File: config.mk
export PLATFORM = sky130hd
export DESIGN_NAME = rab_inv_range_ctrl
export DESIGN_NICKNAME = d
export VERILOG_FILES = /design/src/rtl/rab_inv_range_ctrl.sv
export SDC_FILE = /design/constraint.sdc
export NUM_CORES = 1
export LEC_CHECK = 0
export CAP_MARGIN = 20
export CELL_PAD_IN_SITES_DETAIL_PLACEMENT = 1
export CELL_PAD_IN_SITES_GLOBAL_PLACEMENT = 2
export CORE_MARGIN = 2
export CORE_UTILIZATION = 35
export CTS_CLUSTER_DIAMETER = 150
export CTS_CLUSTER_SIZE = 28
export DETAILED_ROUTE_END_ITERATION = 6
export DONT_BUFFER_PORTS = 1
export GPL_TIMING_DRIVEN = 0
export PLACE_DENSITY = 0.88
export SKIP_CTS_REPAIR_TIMING = 1
export SYNTH_ARGS = -nofsm -noshare
export SYNTH_HDL_FRONTEND = slang
export SYNTH_SLANG_ARGS = --single-unit
export TNS_END_PERCENT = 50
File: constraint.sdc
create_clock -name clk_i -period 3.35 [get_ports clk_i]
set_clock_uncertainty 0.05 [all_clocks]
set_input_delay 0.67 -clock clk_i [delete_from_list [all_inputs] [get_ports clk_i]]
set_output_delay 0.67 -clock clk_i [all_outputs]
set_load 0.02 [all_outputs]
File: src/rtl/rab_inv_range_ctrl.sv
// RAB L1 invalidation responder: AXI-Lite range registers plus an overlap sweep of the slice table.
// Optional INV_HITS counter at 0x20 is enabled by defining RAB_INV_COUNT_EN.
module rab_inv_range_ctrl #(
   parameter int unsigned ADDR_WIDTH = 32,
   parameter int unsigned DATA_WIDTH = 64,
   parameter int unsigned N_SLICES   = 16,
   localparam int unsigned IDX_W     = (N_SLICES > 1) ? $clog2(N_SLICES) : 1
) (
   input  logic                    clk_i,
   input  logic                    rst_ni,
   input  logic [ADDR_WIDTH-1:0]   aw_addr_i,
   input  logic                    aw_valid_i,
   output logic                    aw_ready_o,
   input  logic [DATA_WIDTH-1:0]   w_data_i,
   input  logic [DATA_WIDTH/8-1:0] w_strb_i,
   input  logic                    w_valid_i,
   output logic                    w_ready_o,
   output logic [1:0]              b_resp_o,
   output logic                    b_valid_o,
   input  logic                    b_ready_i,
   input  logic [ADDR_WIDTH-1:0]   ar_addr_i,
   input  logic                    ar_valid_i,
   output logic                    ar_ready_o,
   output logic [DATA_WIDTH-1:0]   r_data_o,
   output logic [1:0]              r_resp_o,
   output logic                    r_valid_o,
   input  logic                    r_ready_i,
   output logic                    slice_req_o,
   output logic [IDX_W-1:0]        slice_idx_o,
   input  logic [ADDR_WIDTH-1:0]   slice_first_i,
   input  logic [ADDR_WIDTH-1:0]   slice_last_i,
   input  logic                    slice_en_i,
   output logic                    slice_clr_o,
   output logic [IDX_W-1:0]        slice_clr_idx_o,
   output logic                    busy_o
);

   localparam logic [1:0] StIdle  = 2'd0;
   localparam logic [1:0] StSweep = 2'd1;
   localparam logic [1:0] StResp  = 2'd2;
   localparam logic [1:0] StRdata = 2'd3;

   localparam logic [1:0] RespOkay   = 2'b00;
   localparam logic [1:0] RespSlverr = 2'b10;

   localparam logic [IDX_W-1:0] LastIdx = IDX_W'(N_SLICES - 1);

   logic [1:0]            state_q;
   logic [ADDR_WIDTH-1:0] min_q, max_q;
   logic                  req_q, cmp_q;
   logic [IDX_W-1:0]      idx_q, cmp_idx_q;
   logic                  b_valid_q, r_valid_q;
   logic [1:0]            b_resp_q, r_resp_q;
   logic [DATA_WIDTH-1:0] r_data_q;
`ifdef RAB_INV_COUNT_EN
   logic [15:0]           hits_q;
`endif

   logic                  idle, wr_fire, rd_fire, hit, rd_err;
   logic [7:0]            wa, ra;
   logic [ADDR_WIDTH-1:0] wr_min_new, wr_max_new;
   logic [DATA_WIDTH-1:0] rd_data;

   function automatic logic [ADDR_WIDTH-1:0] merge_bytes(input logic [ADDR_WIDTH-1:0]   old,
                                                         input logic [ADDR_WIDTH-1:0]   data,
                                                         input logic [ADDR_WIDTH/8-1:0] strb);
      logic [ADDR_WIDTH-1:0] res;
      res = old;
      for (int unsigned i = 0; i < ADDR_WIDTH / 8; i++) begin
         if (strb[i]) res[8*i +: 8] = data[8*i +: 8];
      end
      return res;
   endfunction

   // Writes take priority: a read is only accepted when neither write channel is valid.
   assign idle       = rst_ni && (state_q == StIdle);
   assign wr_fire    = idle && aw_valid_i && w_valid_i;
   assign ar_ready_o = idle && !aw_valid_i && !w_valid_i;
   assign rd_fire    = ar_ready_o && ar_valid_i;
   assign aw_ready_o = wr_fire;
   assign w_ready_o  = wr_fire;

   assign wa         = aw_addr_i[7:0];
   assign ra         = ar_addr_i[7:0];
   assign wr_min_new = merge_bytes(min_q, w_data_i[ADDR_WIDTH-1:0], w_strb_i[ADDR_WIDTH/8-1:0]);
   assign wr_max_new = merge_bytes(max_q, w_data_i[ADDR_WIDTH-1:0], w_strb_i[ADDR_WIDTH/8-1:0]);

   // Slice data arrives one cycle after its request, so the clear is qualified by cmp_q.
   assign hit = cmp_q && slice_en_i && (slice_first_i <= max_q) && (slice_last_i >= min_q);

   assign slice_clr_o     = hit;
   assign slice_clr_idx_o = cmp_idx_q;
   assign slice_req_o     = req_q;
   assign slice_idx_o     = idx_q;
   assign busy_o          = (state_q == StSweep);
   assign b_valid_o       = b_valid_q;
   assign b_resp_o        = b_resp_q;
   assign r_valid_o       = r_valid_q;
   assign r_resp_o        = r_resp_q;
   assign r_data_o        = r_data_q;

   always_comb begin
      rd_data = '0;
      rd_err  = 1'b0;
      case (ra)
         8'h10:   rd_data[ADDR_WIDTH-1:0] = min_q;
         8'h18:   rd_data[ADDR_WIDTH-1:0] = max_q;
`ifdef RAB_INV_COUNT_EN
         8'h20:   rd_data[15:0] = hits_q;
`endif
         default: rd_err = 1'b1;
      endcase
   end

   always_ff @(posedge clk_i) begin
      if (!rst_ni) begin
         state_q   <= StIdle;
         min_q     <= '0;
         max_q     <= '0;
         req_q     <= 1'b0;
         cmp_q     <= 1'b0;
         idx_q     <= '0;
         cmp_idx_q <= '0;
         b_valid_q <= 1'b0;
         b_resp_q  <= RespOkay;
         r_valid_q <= 1'b0;
         r_resp_q  <= RespOkay;
         r_data_q  <= '0;
`ifdef RAB_INV_COUNT_EN
         hits_q    <= '0;
`endif
      end else begin
         unique case (state_q)
            StIdle: begin
               if (wr_fire) begin
                  state_q   <= StResp;
                  b_valid_q <= 1'b1;
                  b_resp_q  <= RespSlverr;
                  case (wa)
                     8'h10: begin
                        min_q    <= wr_min_new;
                        b_resp_q <= RespOkay;
                     end
                     8'h18: begin
                        max_q <= wr_max_new;
                        if (wr_max_new >= min_q) begin
                           state_q   <= StSweep;
                           b_valid_q <= 1'b0;
                           req_q     <= 1'b1;
                           idx_q     <= '0;
                           cmp_q     <= 1'b0;
`ifdef RAB_INV_COUNT_EN
                           hits_q    <= '0;
`endif
                        end
                     end
                     default: ;
                  endcase
               end else if (rd_fire) begin
                  state_q   <= StRdata;
                  r_valid_q <= 1'b1;
                  r_data_q  <= rd_data;
                  r_resp_q  <= rd_err ? RespSlverr : RespOkay;
               end
            end
            StSweep: begin
               cmp_q     <= req_q;
               cmp_idx_q <= idx_q;
               if (req_q) begin
                  if (idx_q == LastIdx) req_q <= 1'b0;
                  else                  idx_q <= idx_q + 1'b1;
               end
`ifdef RAB_INV_COUNT_EN
               if (hit && (hits_q != 16'hFFFF)) hits_q <= hits_q + 16'd1;
`endif
               if (cmp_q && (cmp_idx_q == LastIdx)) begin
                  state_q   <= StResp;
                  cmp_q     <= 1'b0;
                  b_valid_q <= 1'b1;
                  b_resp_q  <= RespOkay;
               end
            end
            StResp: begin
               if (b_ready_i) begin
                  b_valid_q <= 1'b0;
                  state_q   <= StIdle;
               end
            end
            StRdata: begin
               if (r_ready_i) begin
                  r_valid_q <= 1'b0;
                  state_q   <= StIdle;
               end
            end
            default: state_q <= StIdle;
         endcase
      end
   end

   logic unused_bits;
   assign unused_bits = ^{aw_addr_i[ADDR_WIDTH-1:8], ar_addr_i[ADDR_WIDTH-1:8],
                          w_data_i[DATA_WIDTH-1:ADDR_WIDTH], w_strb_i[DATA_WIDTH/8-1:ADDR_WIDTH/8]};

endmodule

==> results.cfg, run 1 <==
[final_layout]
area.growth.synth_to_final_pct = 13.69
fraction_of_layout_cells_with_a_size_suffix_above_1 = 0.09732
highest_count_cells_in_the_layout_ignoring_fill_and_taps = 119 x nor2_1, 104 x a21oi_1, 104 x dfxtp_1
fin_nets = 1313
most_common_library_cell_in_the_layout_ignoring_fill_and_taps = nor2_1
final_layout_fill_cell_count = 2639

[synth]
synth.area.mux_share = 0.09382
synth_area_per_cell_um2 = 7.853
async_reset_ff_frac = 0
synth.cell_area_um2 = 7468
yosys_warnings = 0
largest_family_of_logic_cells_by_synthesized_area = simple AND/OR/NAND/NOR gates
ys_dominant_reg_cell = dfxtp_1
synthCells = 951
synth-compound-area-share = 0.1588
synth_seq_area_share = 0.3002
synth_xor_area_frac = 0
yosysUniqueCellTypes = 54
synth_edf_count = 0
synth-adder-area-share = 0.1709
synth_simple_gate_area_frac = 0.1808
synth_seq_cells = 112

[sta]
tightestPinTransition_ps = 961.3
total_count_of_hold_check_failures_in_the_final_report = 0
layout_worst_path_cycle_share = 1.040
setup_repair_after_global_routing_missed_its_margin = true
hold-worst-slack_ps = 386.4
setup-tns-final_ps = -133.9
fin_ws_ps = -133.9
finalSetupViolations = 1
number_of_max_slew_violations_in_the_final_report = 0
timing.slew.headroom = 0.3425
finalWorstPathRequiredPeriod_ps = 3484
achievable-frequency_ghz = 0.2870

[route]
wirelength_um = 25180
drt_drc_violations_left = 0
drt.antenna.violating_nets = 0
first_iter_violations = 223
avgRoutedWirePerCell_um = 19.63
met2_length_um = 12160
route.detailed.vias_per_inst = 5.231
topRoutingLayerUsed = met4
detailroute.via_count = 6711
detailedRoute.firstPassIterationCount = 4
met3RoutedLength_um = 1741
routedLengthMet1_um = 10960

[floorplan]
core_region_area_um2 = 20960
start_util = 0.3564
die-area_um2 = 22520
io_pins = 292
die_w_um = 150.1
chipHeight_um = 150.1
placementRows = 53

[clocking]
clock_path_buffers = 2
cts.reportedPaths.clkPinSlew_ps = 80
clock_latency_on_the_worst_skew_pair_ps = 360
tritoncts_num_sinks = 112
htree_levels = 3
cts_root_buffer = clkbuf_16
cts_buf_count = 9
cts_tree = built

[worst_setup_path]
reg2reg_to = slice_idx_o[1]$_SDFFE_PN0P_
cp-end-kind = primary output
cp_cell_sequence = inv_2 -> ha_4 -> nand4_1 -> or2_4 -> or4_4 -> a311oi_4 -> nor4_4 -> a211oi_4
reg2regPathDepth = 10
cp.arrival_ps = 2760
timing_worst_setup_path_type = flop to primary output
crit-reg2reg-launch = max_q[29]$_SDFFE_PN0P_
req_time_crit_path_ps = 2630
worstPathMaxFanout = 3
startpoint_type = flop
cpMaxStageDelayCell = or4_4
cp_slowest_stage_delay_ps = 530
worst-r2r-setup-slack_ps = 410

[power]
total_power_mw = 3.241
static-leakage-power_nw = 3.466
power_per_cell_area_nw_per_um2 = 381.7
power.ir.vdd_worst_mv = 0.2118

[global_routing]
globalRouteTotalUtil = 0.2199
grt_first_pass_wirelength_um = 37520
globalRouteOverflowTotal = 0
grt_pass1_vias = 6679
antenna_found_initial = 1
largest_net_degree_at_the_start_of_global_routing = 19

[place]
hpwlAfterDp_um = 20270
finalWeightedCongestion = 0.8550
io_buffer_count = 0

[outcome]
outcome = finished with violations
violations = setup timing

[hold_path]
min_to = min_q[24]$_SDFFE_PN0P_
worst_hold_path_type = input pin to flop
count_of_cells_along_the_worst_hold_path = 2
hold_path_startpoint = w_data_i[24]

[flow_run]
maxCapViolCount = 0
per-layer routing:
layer,vias up,track usage
met5,-,0
met4,0,0.05142
met1,3223,0.2699
li1,3326,-
met3,17,0.06829
met2,145,0.3758
critical path: cells and delay by family, from the launching register on:
family          cells  cell delay (ps)
flops               1              350
fa+ha+maj           1              270
compound gates      2              730
buf+inv             1               60
simple gates        4              990
per-stage QoR:
| step | cell area (um2) | util | setup WS, ps | std cells |
|---|---|---|---|---|
| after floorplan | 7597 | - | 128.9 | 984 |
| after global placement | 7941 | 0.3790 | -455.3 | 1259 |
| after detailed placement | 7941 | 0.3790 | -520.2 | 1259 |
| after CTS | 8259 | 0.3941 | -673.3 | 1274 |
| after global routing | 8491 | 0.4052 | -195.9 | 1283 |
| final | 8491 | 0.4052 | -133.9 | 1283 |
report_power, final:
group | internal, mW | total (mW) | switching, mW
logic | 0.238 | 0.632 | 0.394
clock network | 0.659 | 1.21 | 0.549
registers | 1.36 | 1.40 | 0.0437
worst max-delay path by stage:
stage                            from          end  slack, ps  cells past startpoint
2_1_floorplan        slice_last_i[27]  slice_clr_o        130                      7
3_3_place_gp         slice_last_i[27]  slice_clr_o       -460                      7
3_5_place_dp         slice_last_i[27]  slice_clr_o       -520                      7
4_1_cts        min_q[27]$_SDFFE_PN0P_  slice_clr_o       -670                      8
5_1_grt        min_q[27]$_SDFFE_PN0P_  slice_clr_o       -200                      8
6_report       min_q[29]$_SDFFE_PN0P_  slice_clr_o       -130                      8
registers in the layout, summed over array words and instances (netlist names), 2 cells and up:
signal,count
max_q,32
min_q,32
r_data_o,32
slice_clr_idx_o,4
slice_idx_o,4
state_q,2
cells in the mapped netlist (7+ instances only):
| cell type | count | area (um2) |
|---|---|---|
| a21oi_1 | 104 | 520.5 |
| buf_1 | 7 | 26.28 |
| buf_4 | 35 | 262.8 |
| clkbuf_1 | 28 | 105.1 |
| dfxtp_1 | 112 | 2242 |
| ha_1 | 102 | 1276 |
| inv_1 | 79 | 296.5 |
| mux2i_1 | 70 | 700.7 |
| nand2_1 | 100 | 375.4 |
| nand3_1 | 41 | 205.2 |
| nand4_1 | 13 | 81.33 |
| nor2_1 | 119 | 446.7 |
| o21ai_0 | 60 | 300.3 |
cell type report:
cell class	count	area, um2	area share
multi-input combinational	719	4805	0.5659
sequential	112	2252	0.2653
buffer	73	409.1	0.04819
tap	275	344.1	0.04052
inverter	80	300.3	0.03537
clock buffer	9	225.2	0.02653
clock inverter	6	92.59	0.01090
timing repair buffer	8	60.06	0.007073
antenna	1	2.502	0.0002947
cell families (layout without fill, tap and decap cells):
logic type                 Yosys count  after routing
DFF                                112            112
other                                1             35
muxes                               70             70
and+or+nand+nor                    305            305
AOI/OAI and AO/OA                  208            208
adders and majority gates          102            102
buffers and inverters              153            176
(Power assumes the default switching activity.)
==> run 2, diff against run 1 <==
--- a/config.mk
+++ b/config.mk
@@ -15,9 +15,9 @@
 export DETAILED_ROUTE_END_ITERATION = 6
 export DONT_BUFFER_PORTS = 1
 export GPL_TIMING_DRIVEN = 0
-export PLACE_DENSITY = 0.88
+export PLACE_DENSITY_LB_ADDON = 0.2
 export SKIP_CTS_REPAIR_TIMING = 1
 export SYNTH_ARGS = -nofsm -noshare
 export SYNTH_HDL_FRONTEND = slang
 export SYNTH_SLANG_ARGS = --single-unit
-export TNS_END_PERCENT = 50
+export TNS_END_PERCENT = 5
==> results.cfg, run 2 (same netlist as run 1, synthesis figures left out) <==
[outcome]
outcome = finished with violations
violations = setup timing

[sta]
tightestPinTransition_ps = 967.6
number_of_max_slew_violations_in_the_final_report = 0
achievable-frequency_ghz = 0.2921
fin_ws_ps = -73.01
finalWorstPathRequiredPeriod_ps = 3423
hold-worst-slack_ps = 392.6
total_count_of_hold_check_failures_in_the_final_report = 0
setup_repair_after_global_routing_missed_its_margin = true
finalSetupViolations = 1
timing.slew.headroom = 0.3549
layout_worst_path_cycle_share = 1.022

[final_layout]
fin_nets = 1312
area.growth.synth_to_final_pct = 13.52
highest_count_cells_in_the_layout_ignoring_fill_and_taps = 119 x nor2_1, 104 x dfxtp_1, 103 x a21oi_1
fraction_of_layout_cells_with_a_size_suffix_above_1 = 0.09533
most_common_library_cell_in_the_layout_ignoring_fill_and_taps = nor2_1
diodes = 0

[global_routing]
grt_pass1_vias = 6531
antenna_found_initial = 1
globalRouteOverflowTotal = 0
grt_first_pass_wirelength_um = 37200
largest_net_degree_at_the_start_of_global_routing = 19
globalRouteTotalUtil = 0.2196

[place]
finalWeightedCongestion = 0.8182
pre_cts_ws_ps = -461.2
hpwlAfterDp_um = 20190
io_buffer_count = 0

[route]
wirelength_um = 25010
first_iter_violations = 209
avgRoutedWirePerCell_um = 19.51
detailedRoute.firstPassIterationCount = 4
route.detailed.vias_per_inst = 5.139
drt_drc_violations_left = 0
drt.antenna.violating_nets = 0
detailroute.via_count = 6588

[floorplan]
placementRows = 53
start_util = 0.3564
chipHeight_um = 150.1
core_region_area_um2 = 20960
die-area_um2 = 22520
io_pins = 292
die_w_um = 150.1

[clocking]
clock_path_buffers = 2
cts_tree = built
cts_buf_count = 9
tritoncts_num_sinks = 112
cts.reportedPaths.clkPinSlew_ps = 80
cts_root_buffer = clkbuf_16
htree_levels = 3
clock_latency_on_the_worst_skew_pair_ps = 360

[worst_setup_path]
req_time_crit_path_ps = 2630
timing_worst_setup_path_type = flop to primary output
startpoint_type = flop
cpMaxStageDelayCell = or4_4
cp.buffers_inverters = 1
cp_cell_sequence = inv_2 -> ha_1 -> nand4_1 -> or2_4 -> or4_4 -> a311oi_4 -> nor4_4 -> a211oi_4
cp_slowest_stage_delay_ps = 520
worst-path-stages = 8
crit_path_start = min_q[24]$_SDFFE_PN0P_
crit-reg2reg-launch = max_q[29]$_SDFFE_PN0P_
crit_path_end = slice_clr_o
worst-r2r-setup-slack_ps = 380
reg2reg_to = slice_idx_o[0]$_SDFFE_PN0P_
reg2regPathDepth = 10
cp.arrival_ps = 2700
crit_family = simple AND/OR/NAND/NOR gates
worstPathMaxFanout = 3
cp-end-kind = primary output

[power]
power.ir.vdd_worst_mv = 0.3285
total_power_mw = 3.294
total_switching_power_uw = 994.5
power_per_cell_area_nw_per_um2 = 388.5
static-leakage-power_nw = 3.476
combPwrFrac = 0.193
sequentialPowerShare = 0.425
power_switching_share = 0.3019
p_int_mw = 2.300
clock_power_share = 0.382

[hold_path]
worst_hold_path_type = input pin to flop

[flow_run]
maxCapViolCount = 0
==> run 2: cell count changes in the layout (fill, tap and decap cells not counted), sizes merged <==
cell,previous run,this run
clkbuf,37,39
clkinv,1,3
clkinvlp,2,0
buf,53,52
diode,1,0
inv,81,80
==> run 2: power groups by stage <==
stage | combinational (mW) | sequential, mW | clock, mW
5_1_grt | 0.717 | 1.41 | 1.35
4_1_cts | 0.627 | 1.40 | 1.28
3_3_place_gp | 0.620 | 1.43 | 0
2_1_floorplan | 0.483 | 1.43 | 0
3_5_place_dp | 0.622 | 1.43 | 0
6_report | 0.635 | 1.40 | 1.26
==> run 2: worst min-delay path by stage <==
stage,from,end,slack [ps],cells past startpoint
floorplan,min_q[10]$_SDFFE_PN0P_,min_q[10]$_SDFFE_PN0P_,400,2
global placement,min_q[20]$_SDFFE_PN0P_,min_q[20]$_SDFFE_PN0P_,410,2
detailed placement,min_q[20]$_SDFFE_PN0P_,min_q[20]$_SDFFE_PN0P_,420,2
CTS,w_data_i[17],min_q[17]$_SDFFE_PN0P_,380,2
global route,w_data_i[17],min_q[17]$_SDFFE_PN0P_,390,2
finish,w_data_i[12],min_q[12]$_SDFFE_PN0P_,390,2
==> run 2: layout make-up <==
cell class,instances,area (um2)
Multi-Input combinational cell,719,4778
Clock buffer,11,252.7
Tap cell,275,344.1
Clock inverter,5,86.33
Fill cell,2603,12480
Timing Repair Buffer,7,52.55
Sequential cell,112,2255
Buffer,73,409.1
Inverter,80,300.3
==> run 2: routing by layer <==
layer  up-vias  global-route usage  wire [um]
met1      3093              0.2889      11430
met2       145              0.3639      11750
met5         -                   0          0
met3        22             0.04543       1430
li1       3328                   -          -
met4         0             0.06038        395
==> run 2: per-stage QoR <==
stage                     utilization  std cells  instance area, um2  TNS (ps)
after floorplan                     -        984                7597         0
after global placement         0.3790       1259                7941     -1088
after detailed placement       0.3790       1259                7941     -1193
after CTS                      0.3952       1275                8280    -642.2
after global routing           0.4046       1282                8478    -287.6
final                          0.4046       1282                8478    -73.01
==> run 2: worst register-to-register path, stage by stage, from the launching register on <==
cell and delay (ps):
dfxtp_1 350, inv_1 60, o21ai_0 330, ha_1 220, nand4_1 210, nor4_1 420
nand2_1 190, a311oi_2 480, nor3_4 130, or2_1 290, mux2i_1 130
==> run 3, diff against run 2 <==
--- a/config.mk
+++ b/config.mk
@@ -8,7 +8,6 @@
 export CAP_MARGIN = 20
 export CELL_PAD_IN_SITES_DETAIL_PLACEMENT = 1
 export CELL_PAD_IN_SITES_GLOBAL_PLACEMENT = 2
-export CORE_MARGIN = 2
 export CORE_UTILIZATION = 35
 export CTS_CLUSTER_DIAMETER = 150
 export CTS_CLUSTER_SIZE = 28
@@ -16,7 +15,6 @@
 export DONT_BUFFER_PORTS = 1
 export GPL_TIMING_DRIVEN = 0
 export PLACE_DENSITY_LB_ADDON = 0.2
-export SKIP_CTS_REPAIR_TIMING = 1
 export SYNTH_ARGS = -nofsm -noshare
 export SYNTH_HDL_FRONTEND = slang
 export SYNTH_SLANG_ARGS = --single-unit
==> results.cfg, run 3 (same netlist as run 1, synthesis figures left out) <==
[global_routing]
globalRouteOverflowTotal = 0
grt_first_pass_wirelength_um = 38010
globalRouteTotalUtil = 0.2287
grt_pass1_vias = 6730
antenna_found_initial = 0
largest_net_degree_at_the_start_of_global_routing = 18

[final_layout]
most_common_library_cell_in_the_layout_ignoring_fill_and_taps = nor2_1
highest_count_cells_in_the_layout_ignoring_fill_and_taps = 119 x nor2_1, 104 x dfxtp_1, 101 x a21oi_1
diodes = 0
area.growth.synth_to_final_pct = 13.84
fin_nets = 1316
fraction_of_layout_cells_with_a_size_suffix_above_1 = 0.09891

[clocking]
cts_buf_count = 9
clock_latency_on_the_worst_skew_pair_ps = 360
cts.hold.buffers_added = 0
htree_levels = 3
cts.reportedPaths.clkPinSlew_ps = 80
cts_root_buffer = clkbuf_16
tritoncts_num_sinks = 112
cts_tree = built
clock_path_buffers = 2

[floorplan]
core_region_area_um2 = 20960
start_util = 0.3564
die_w_um = 148.1
chipHeight_um = 148.1
die-area_um2 = 21930
placementRows = 53
io_pins = 292

[route]
wirelength_um = 24780
drt.antenna.violating_nets = 0
route.detailed.vias_per_inst = 5.147
avgRoutedWirePerCell_um = 19.27
drt_drc_violations_left = 0
first_iter_violations = 228
detailroute.via_count = 6619
detailedRoute.firstPassIterationCount = 4

[sta]
setup_repair_after_global_routing_missed_its_margin = true
finalSetupViolations = 0
number_of_max_slew_violations_in_the_final_report = 0
setup-tns-final_ps = 0
hold-worst-slack_ps = 397.0
achievable-frequency_ghz = 0.3007
timing.slew.headroom = 0.3754
tightestPinTransition_ps = 913.2
finalWorstPathRequiredPeriod_ps = 3326
layout_worst_path_cycle_share = 0.9927
total_count_of_hold_check_failures_in_the_final_report = 0

[place]
hpwlAfterDp_um = 20000
finalWeightedCongestion = 0.8658
io_buffer_count = 0

[power]
power.ir.vdd_worst_mv = 0.2615
power_per_cell_area_nw_per_um2 = 374.5
static-leakage-power_nw = 3.471
total_power_mw = 3.184

[worst_setup_path]
startpoint_type = flop
cp-end-kind = primary output
worstPathMaxFanout = 2
reg2regPathDepth = 10
cp.arrival_ps = 2610
timing_worst_setup_path_type = flop to primary output
req_time_crit_path_ps = 2630

[outcome]
outcome = complete, no violations

[hold_path]
count_of_cells_along_the_worst_hold_path = 2
worst_hold_path_type = input pin to flop

[flow_run]
maxCapViolCount = 0
[run 3: cell types whose count changed in the layout (fill, tap and decap cells not counted), moves of 2 or more]
| cell | change |
|---|---|
| ha_1 | -2 |
| buf_4 | +4 |
| ha_4 | +2 |
| inv_2 | -3 |
| inv_1 | +3 |
| clkbuf_1 | +2 |
| a21oi_2 | +2 |
| a21oi_1 | -2 |
| clkinvlp_4 | +2 |
[run 3: layout make-up]
type | instances | area, um2
plain buffers | 73 | 409.1
clock buffers | 12 | 246.5
clock inverters | 4 | 53.80
fillers | 2587 | 12450
inverters | 80 | 300.3
multi-input cells | 719 | 4813
flip-flops and latches | 112 | 2252
well taps | 275 | 344.1
repair buffers | 11 | 82.58
[run 3: final timing paths]
path / slack (ps) / startpoint / end
max: 20 / min_q[24]$_SDFFE_PN0P_ / slice_clr_o
min: 400 / w_data_i[26] / min_q[26]$_SDFFE_PN0P_
max reg2reg: 350 / max_q[31]$_SDFFE_PN0P_ / slice_idx_o[1]$_SDFFE_PN0P_
min reg2reg: 420 / min_q[5]$_SDFFE_PN0P_ / min_q[5]$_SDFFE_PN0P_
[run 3: per-layer routing]
| metal | GRT usage | vias to the layer above | wire length (um) |
|---|---|---|---|
| li1 | - | 3319 | - |
| met1 | 0.2883 | 3151 | 11160 |
| met2 | 0.3946 | 143 | 11770 |
| met3 | 0.06503 | 6 | 1732 |
| met4 | 0.02938 | 0 | 118 |
| met5 | 0 | - | 0 |
[run 3: worst max-delay path, stage by stage (launching register included)]
cell and delay (ps):
dfxtp_2 350, inv_2 60, ha_4 250, nand4_1 90, or2_4 260, or4_4 520
a311oi_4 310, nor4_4 70, a211oi_4 340
[run 3: stage by stage]
stage	instance area [um2]	setup slack [ps]	std cells	utilization
finish	8502	24.37	1286	0.4057
detailed placement	7941	-404.6	1259	0.3790
global route	8502	-92.10	1286	0.4057
CTS	8463	-93.49	1286	0.4039
global placement	7941	-431.6	1259	0.3790
floorplan	7597	128.9	984	-
[run 3: repair_timing]
item,4_1_cts,5_1_grt
gates resized for setup,26,7
endpoints found under the hold margin,0,0
setup endpoints to repair,1,3
pin swaps,8,6
setup buffers,11,0
[run 3: report_power, final]
group          total, mW  switching (mW)  internal [mW]
sequential          1.40          0.0448           1.36
combinational      0.640           0.401          0.239
clock               1.14           0.536          0.605
total               3.18           0.982           2.20
